[config.mk]
export PLATFORM = sky130hd
export DESIGN_NAME = wrp_shff_rd_ctrl
export DESIGN_NICKNAME = d
export VERILOG_FILES = /design/src/rtl/wrp_shff_rd_ctrl.sv
export SDC_FILE = /design/constraint.sdc
export NUM_CORES = 2
export LEC_CHECK = 0
export BUFFER_PORTS_ARGS = -buffer_cell sky130_fd_sc_hd__buf_2
export CAP_MARGIN = 10
export CORE_AREA = 2 2 500 502
export CTS_CLUSTER_DIAMETER = 60
export DETAILED_ROUTE_END_ITERATION = 10
export DIE_AREA = 0 0 502 504
export GPL_TIMING_DRIVEN = 0
export HOLD_SLACK_MARGIN = 0.1
export PLACE_DENSITY_LB_ADDON = 0.2
export SLEW_MARGIN = 40
export SYNTH_ARGS = -nofsm -noshare
export SYNTH_HDL_FRONTEND = slang
export SYNTH_SLANG_ARGS = --single-unit
[constraint.sdc]
create_clock -name clk -period 17.7 [get_ports clk]
set_input_delay 1.77 -clock clk [delete_from_list [all_inputs] [get_ports clk]]
set_output_delay 1.77 -clock clk [all_outputs]
set_load 0.02 [all_outputs]
[src/rtl/wrp_shff_rd_ctrl.sv]
// Shuffle-buffer read controller: credit-driven frame reads from a ping-pong URAM, realigned into an AXI4-Stream master.
// Define WRP_SHFF_TRANSPOSE_EN for row/column-swapped addressing; otherwise addressing is linear.
module wrp_shff_rd_ctrl #(
    parameter int ADDR_WIDTH   = 12,
    parameter int DATA_WIDTH   = 128,
    parameter int READ_LATENCY = 5,
    parameter int ROW_BITS     = 6
) (
    input  logic                  clk,
    input  logic                  rst,
    input  logic                  frame_rdy,
    output logic                  frame_done,
    output logic                  ovf_err,
    output logic [ADDR_WIDTH-1:0] ra,
    input  logic [DATA_WIDTH-1:0] rd,
    output logic [DATA_WIDTH-1:0] m_axis_tdata,
    output logic                  m_axis_tvalid,
    input  logic                  m_axis_tready,
    output logic                  m_axis_tlast
);
    localparam int IW = ADDR_WIDTH - 1;
    localparam logic [IW-1:0] IDX_LAST = '1;
`ifdef WRP_SHFF_TRANSPOSE_EN
    localparam bit TRANSPOSE = 1'b1;
`else
    localparam bit TRANSPOSE = 1'b0;
`endif

    typedef enum logic {S_IDLE, S_READ} state_t;
    state_t state, state_nx;

    logic [1:0]            credits;
    logic                  bank;
    logic [IW-1:0]         idx, idx_cur;
    logic [4:0]            occ;
    logic                  start, active, issue, last_issue;
    logic [ADDR_WIDTH-1:0] addr;

    logic [READ_LATENCY-1:0] pv, pl;
    logic                    land, land_last;

    logic [DATA_WIDTH-1:0] fmem [0:15];
    logic [15:0]           flast;
    logic [3:0]            wptr, rptr;
    logic [4:0]            fcnt;
    logic                  pop, out_free, fifo_rd, fifo_wr;

    // occ covers reads in flight plus every word buffered (FIFO and output register),
    // so gating issue on occ < 16 guarantees a landing slot for each read.
    always_comb begin
        start      = (state == S_IDLE) && (credits != '0);
        active     = start || (state == S_READ);
        idx_cur    = start ? '0 : idx;
        issue      = active && (occ < 5'd16);
        last_issue = issue && (idx_cur == IDX_LAST);
        state_nx   = state;
        if (last_issue)
            state_nx = S_IDLE;
        else if (start)
            state_nx = S_READ;
        if (TRANSPOSE)
            addr = {bank, idx_cur[ROW_BITS-1:0], idx_cur[IW-1:ROW_BITS]};
        else
            addr = {bank, idx_cur};
    end

    always_comb begin
        land      = pv[READ_LATENCY-1];
        land_last = pl[READ_LATENCY-1];
        pop       = m_axis_tvalid && m_axis_tready;
        out_free  = !m_axis_tvalid || m_axis_tready;
        fifo_rd   = out_free && (fcnt != '0);
        fifo_wr   = land && !(out_free && (fcnt == '0));
    end

    always_ff @(posedge clk) begin
        if (rst) begin
            state      <= S_IDLE;
            credits    <= '0;
            ovf_err    <= 1'b0;
            bank       <= 1'b0;
            idx        <= '0;
            ra         <= '0;
            frame_done <= 1'b0;
            occ        <= '0;
            pv         <= '0;
            pl         <= '0;
        end else begin
            state      <= state_nx;
            frame_done <= last_issue;
            if (issue) begin
                ra  <= addr;
                idx <= idx_cur + IW'(1);
            end else if (start) begin
                idx <= '0;
            end
            if (last_issue)
                bank <= ~bank;
            if (frame_rdy && !start) begin
                if (credits == 2'd2)
                    ovf_err <= 1'b1;
                else
                    credits <= credits + 2'd1;
            end else if (!frame_rdy && start) begin
                credits <= credits - 2'd1;
            end
            occ   <= occ + {4'd0, issue} - {4'd0, pop};
            pv[0] <= issue;
            pl[0] <= last_issue;
            for (int unsigned i = 1; i < READ_LATENCY; i++) begin
                pv[i] <= pv[i-1];
                pl[i] <= pl[i-1];
            end
        end
    end

    // Output register refills from the FIFO head first; a landing word bypasses only when the FIFO is empty.
    always_ff @(posedge clk) begin
        if (rst) begin
            m_axis_tvalid <= 1'b0;
            m_axis_tlast  <= 1'b0;
            m_axis_tdata  <= '0;
            wptr          <= '0;
            rptr          <= '0;
            fcnt          <= '0;
        end else begin
            if (out_free) begin
                if (fcnt != '0) begin
                    m_axis_tdata  <= fmem[rptr];
                    m_axis_tlast  <= flast[rptr];
                    m_axis_tvalid <= 1'b1;
                end else if (land) begin
                    m_axis_tdata  <= rd;
                    m_axis_tlast  <= land_last;
                    m_axis_tvalid <= 1'b1;
                end else begin
                    m_axis_tvalid <= 1'b0;
                end
            end
            if (fifo_wr)
                wptr <= wptr + 4'd1;
            if (fifo_rd)
                rptr <= rptr + 4'd1;
            fcnt <= fcnt + {4'd0, fifo_wr} - {4'd0, fifo_rd};
        end
    end

    always_ff @(posedge clk) begin
        if (fifo_wr) begin
            fmem[wptr]  <= rd;
            flast[wptr] <= land_last;
        end
    end
endmodule

# After elaboration in Yosys (flattened, before gate mapping)

Memories as Yosys holds them, arrays and structs flattened. A register that Yosys moved wholly into a read port is not among the register bits.
Index checks and enable logic that the tools add are counted.

Register bits: 203
RAM bits: 2048
Bits of input ports: 132
Output and inout bits: 144
Logic and storage cells: 81
Memories: 1

Memories:

| name | depth | width | read ports | clocked after memory_dff | wr ports | line | text |
|---|---|---|---|---|---|---|---|
| fmem | 16    | 128   | 1          | 1                        | 1        | 42   | `logic [DATA_WIDTH-1:0] fmem [0:15];` |

Add/sub/neg operators: 9
Order comparisons: 4
Equal/unequal tests: 3
Multiplexer cells: 20
Bitwise gates (word level): 2
Reduce and logical (&&, ||, !) cells: 25

Operators by type and width:

| kind                  | number |
|---|---|
| $mux 128              | 2 |
| $mux 11               | 2 |
| $bwmux 16             | 1 |
| $add 11x1->11 const B | 1 |
| $eq 11x11->1 const B  | 1 |
| $add 5x1->5           | 2 |
| $logic_and 1x1->1     | 10 |
| $lt 4x5->1 const B    | 2 |
| $sub 5x1->5           | 2 |
| $add 4x1->4 const B   | 2 |
| $mux 1                | 8 |
| $mux 4                | 2 |
| $mux 2                | 3 |
| $reduce_and 2->1      | 3 |
| $reduce_bool 2->1     | 3 |
| $logic_not 5->1       | 1 |
| $lt 5x5->1 const B    | 1 |
| $reduce_bool 5->1     | 1 |
| $bmux 1 s4            | 1 |
| $demux 1 s4           | 1 |
| $ge 4x1->1 const B    | 1 |
| $logic_not 1->1       | 4 |
| $add 2x1->2 const B   | 1 |
| $eq 2x2->1 const B    | 1 |
| 5 further kinds       | 7 |

# Logic depth before layout (Yosys ltp)

Word-level depth: 7
Depth in mapped cells: 13
Gate-level depth less buffers: 12

# Worst setup path after synthesis

OpenSTA, ideal clock, no wires.

Kind: input-to-reg
From: input m_axis_tready
To: register flast[3] (enable)
Setup time: 775 ps
Arrival: 11500 ps
Required time: 16925 ps
Path slack: 5426 ps
Cell stages on the path: 5
Path buffers: 1
Path through: nand2b_1 -> clkbuf_1 -> a21oi_1 -> nand2_1 -> nor3_1

Word-level cells in the longest chain between the ends: 4

Ends and longest elaborated chain:

| element                        | line | text |
|---|---|---|
| start: declaration             | 18   | `input logic m_axis_tready,` |
| $logic_or 1x1->1               | 71   | `out_free = !m_axis_tvalid \|\| m_axis_tready;` |
| $logic_and 1x1->1              | 73   | `fifo_wr = land && !(out_free && (fcnt == '0));` |
| $logic_not 1->1                | 73   |  |
| $logic_and 1x1->1              | 73   |  |
| end signal: indexed assignment | 151  | `flast[wptr] <= land_last;` |
| end: declaration               | 43   | `logic [15:0] flast;` |

Every way passes these cells.
A chain may end at the register's enable or synchronous reset.

# Worst setup path in the final report

From: input m_axis_tready
To: memory fmem[0][79] (enable)

Word-level cells in the longest chain between the ends: 6

Ends and longest elaborated chain:

| element                      | line | text |
|---|---|---|
| $logic_or 1x1->1             | 71   |  |
| $logic_and 1x1->1            | 73   |  |
| $logic_not 1->1              | 73   |  |
| $logic_and 1x1->1            | 73   |  |
| $mux 1                       | 149  | `if (fifo_wr) begin` |
| $mux 1 (not written as such) | 150  | `fmem[wptr] <= rd;` |
| end: declaration             | 42   |  |

Every way passes these cells.

==> key figures <==
Yosys
  • Adder-cell area share of the yosys netlist: 0.002784
  • Top post-synthesis cells by area: edfxtp_1, mux4_2, mux2i_1, dfxtp_1, o22ai_1
  • Number of enable flip-flop cells after synthesis: 2064
  • Synth area leader: edfxtp_1
  • Synth Flop Type: edfxtp_1
  • XOR/XNOR Fraction of Synth Area: 0.002233
  • Mapped cell area: 86280 um^2
  • Mux share of post-synthesis cell area: 0.1449
  • Simple-Gate Fraction of Synth Area: 0.02510
  • Top cells by count, synth: edfxtp_1, mux2i_1, mux4_2
  • Largest family of logic cells by synthesized area: multiplexers
  • Compound-Gate Fraction of Synth Area: 0.04607
  • Seq cells post-synth: 2254
  • Post-synth top area share: 0.7184
  • Synth cell types: 59
  • Post-Syn Nets: 4528
  • FFs w/ async S/R, synth: 0
  • Sequential element share of the synthesized area: 0.7624
  • Syn avg cell area: 19.71 um^2
  • Synthesis warning total: 0
  • Top-count cell post-synth: edfxtp_1
  • Synthesized netlist cell count: 4378

Timing
  • Worst relative slew slack: 0.4153
  • Fmax achieved: 184.2 MHz
  • Period Utilization, post-route: 0.3068
  • Final setup fails: 0
  • Final Hold Fails: 0
  • Worst-margin pin slew: 0.8770 ns
  • Worst clock skew: 0.05580 ns
  • RSZ-0062 raised after global routing: no
  • Max-slew violations: 0
  • Post-layout min period: 5.429 ns

Placed design
  • HPWL after detailed placement: 187.7 mm
  • Placed cells: 8262
  • Gp weighted congestion: 0.7600
  • Number of port buffers: 274

CTS
  • Root Driver: clkbuf_16
  • H-tree lvl count: 4
  • Num Clock Sinks: 2254
  • Worst skew pair latency: 0.89 ns
  • Clock tree buffer depth: 3
  • CTS Buf Count: 233
  • CTS Hold Bufs: 0
  • # Post-CTS Setup Buffers: 0
  • PostCTS Resize Cnt: 0
  • CTS tree: yes
  • Worst-path clk slew: 0.06 ns

Power
  • Maximum vdd drop: 0.0001176 V
  • Clock power frac: 0.340
  • Net Sw Power: 4.488 mW
  • Switching portion of total power: 0.3071
  • Register share of total power: 0.420
  • Power Internal: 10.13 mW
  • Comb pwr share: 0.240
  • P per Cell Area: 140.5 nW/um^2
  • Pleak: 33.70 nW

Worst setup path
  • Setup crit end: fmem[0][79]
  • Crit path max fanout: 10
  • Startpoint Class: primary input
  • Critical Path RT: 18.26 ns
  • R2R setup slack: 12.63 ns
  • FF-to-FF End: fmem[0][79]
  • Critical Path AT: 5.99 ns
  • Critical path origin: m_axis_tready
  • Reg2Reg Launch Point: pv[4]
  • Kind of end point of the critical path: flip-flop
  • Setup CP Type: in -> reg
  • Worst R2R Path Depth: 14

Final layout
  • Layout cells sized above 1: 0.2873
  • Finished Core Util: 0.4204
  • Flip-flop and latch area: 65780 um^2
  • Fillers: 21890
  • Cell Count, Final, Fillers Out: 8733
  • Multi-input gate area: 19200 um^2
  • NumNets Final: 5318
  • Area growth from synthesis to layout: 20.60%

Routing
  • Post-route DRC: 0
  • Total wire length: 273.0 mm
  • Wire per inst: 31.26 um
  • Routed Antenna Nets: 0
  • DR vias: 47160
  • Via density: 5.400
  • Pre-antenna DRT Iters: 6
  • Initial detailed-routing violation count: 4925

Run status
  • Outcome: complete, no violations

Die
  • Core area: 247500 um^2
  • Die Ht: 504 um
  • Full die area: 253000 um^2
  • # rows: 183
  • Starting Density: 0.3486
  • Io pins: 276
  • Die width: 502 um

Global routing
  • Global-route wire length before repair: 378.4 mm
  • Pin count of the biggest net entering global routing: 18
  • Vias in the first global route: 47310
  • Antenna violations before repair: 65
  • All-Layer GR Usage: 0.2133
  • Gr ovfl total: 0

Min path
  • Hold path depth: 1
  • Worst min path class: reg -> reg

Flow run
  • Max_cap viols: 0
[kinds of logic (layout without fill, tap and decap cells)]
logic type	Yosys count	count (layout)
AO/OA/AOI/OAI	551	551
other	0	25
AND/OR/NAND/NOR	447	447
flip-flops	2254	2254
buffers and inverters	293	1293
adder cells (fa/ha/maj)	18	18
multiplexers	793	793
XOR/XNOR	22	22
[how the worst min path moves through the flow]
stage                      from  endpoint  slack, ns
after floorplan           pl[1]     pl[2]       0.41
after global placement    pl[1]     pl[2]       0.43
after detailed placement  pv[1]     pv[2]       0.43
after CTS                 pl[1]     pl[2]       0.44
after global routing      pl[1]     pl[2]       0.46
final                     pl[1]     pl[2]       0.44
[area by class of cell]
type                            instances  share of cell area
Multi-Input combinational cell       1831              0.1845
Buffer                                276             0.01382
Clock inverter                        138             0.01320
Inverter                               17           0.0006132
Tap cell                             3330             0.04004
Antenna cell                           25           0.0006012
Timing Repair Buffer                  555             0.05390
Clock buffer                          307             0.06113
Sequential cell                      2254              0.6322
[placed cells by master (no fill, tap or decap), drive strengths merged, types with 39 or more instances in the layout]
master,synthesis,final
mux2i,393,393
dfxtp,190,190
a311oi,42,42
o21ai,56,56
a22oi,86,86
buf,163,717
nand2b,70,70
a21oi,60,60
clkbuf,113,421
o22ai,104,104
a221oi,54,54
nor3,104,104
nor2,122,122
nand2,83,83
clkinv,1,103
mux4,361,361
mux2,39,39
edfxtp,2064,2064
[layer usage]
metal | part of all wire | vias to the layer above | GRT usage
met5 | 0.0010 | - | 0
met2 | 0.47 | 1795 | 0.3350
met3 | 0.076 | 486 | 0.05085
met4 | 0.036 | 48 | 0.07842
li1 | - | 19740 | -
met1 | 0.42 | 25090 | 0.2880
[state kept, by name, summed over array words and instances (netlist names), 2 cells and up, named ones only]
| signal | cells |
|---|---|
| m_axis_tdata | 128 |
| fcnt | 5 |
| ra | 12 |
| credits | 2 |
| wptr | 4 |
| pl | 5 |
| flast | 16 |
| fmem | 2048 |
| occ | 5 |
| idx | 11 |
| pv | 5 |
| rptr | 4 |
[through the flow]
stage | area (um^2) | power (mW) | setup TNS (ns) | setup WS, ns | hold WS (ns)
after CTS | 104000 | 14.75 | 0 | 12.47 | 0.4430
after floorplan | 86280 | 8.296 | 0 | 5.426 | 0.4138
after global routing | 104000 | 15.13 | 0 | 12.13 | 0.4631
after global placement | 91820 | 9.747 | -4422.37 | -8.633 | 0.4323
final | 104100 | 14.62 | 0 | 12.27 | 0.4377
after detailed placement | 96240 | 9.785 | 0 | 11.52 | 0.4346
[power by group through the flow]
stage,Combinational [mW],Sequential (mW),Clock (mW)
3_3_place_gp,3.50,6.25,0
5_1_grt,3.73,6.14,5.26
6_report,3.51,6.13,4.97
4_1_cts,3.54,6.14,5.06
2_1_floorplan,1.98,6.32,0
3_5_place_dp,3.54,6.25,0
[critical path: stages]
cell and delay [ns]:
buf_2 0.11, nand2b_1 0.20, clkbuf_1 0.33, a21oi_1 0.75, nand2_1 0.41, nor3_2 0.64
buf_4 0.32, buf_4 0.17, buf_4 0.16, buf_4 0.17, buf_4 0.18, buf_4 0.17
buf_4 0.19, buf_4 0.17, buf_2 0.21
Power figures use the tool's default switching activity.
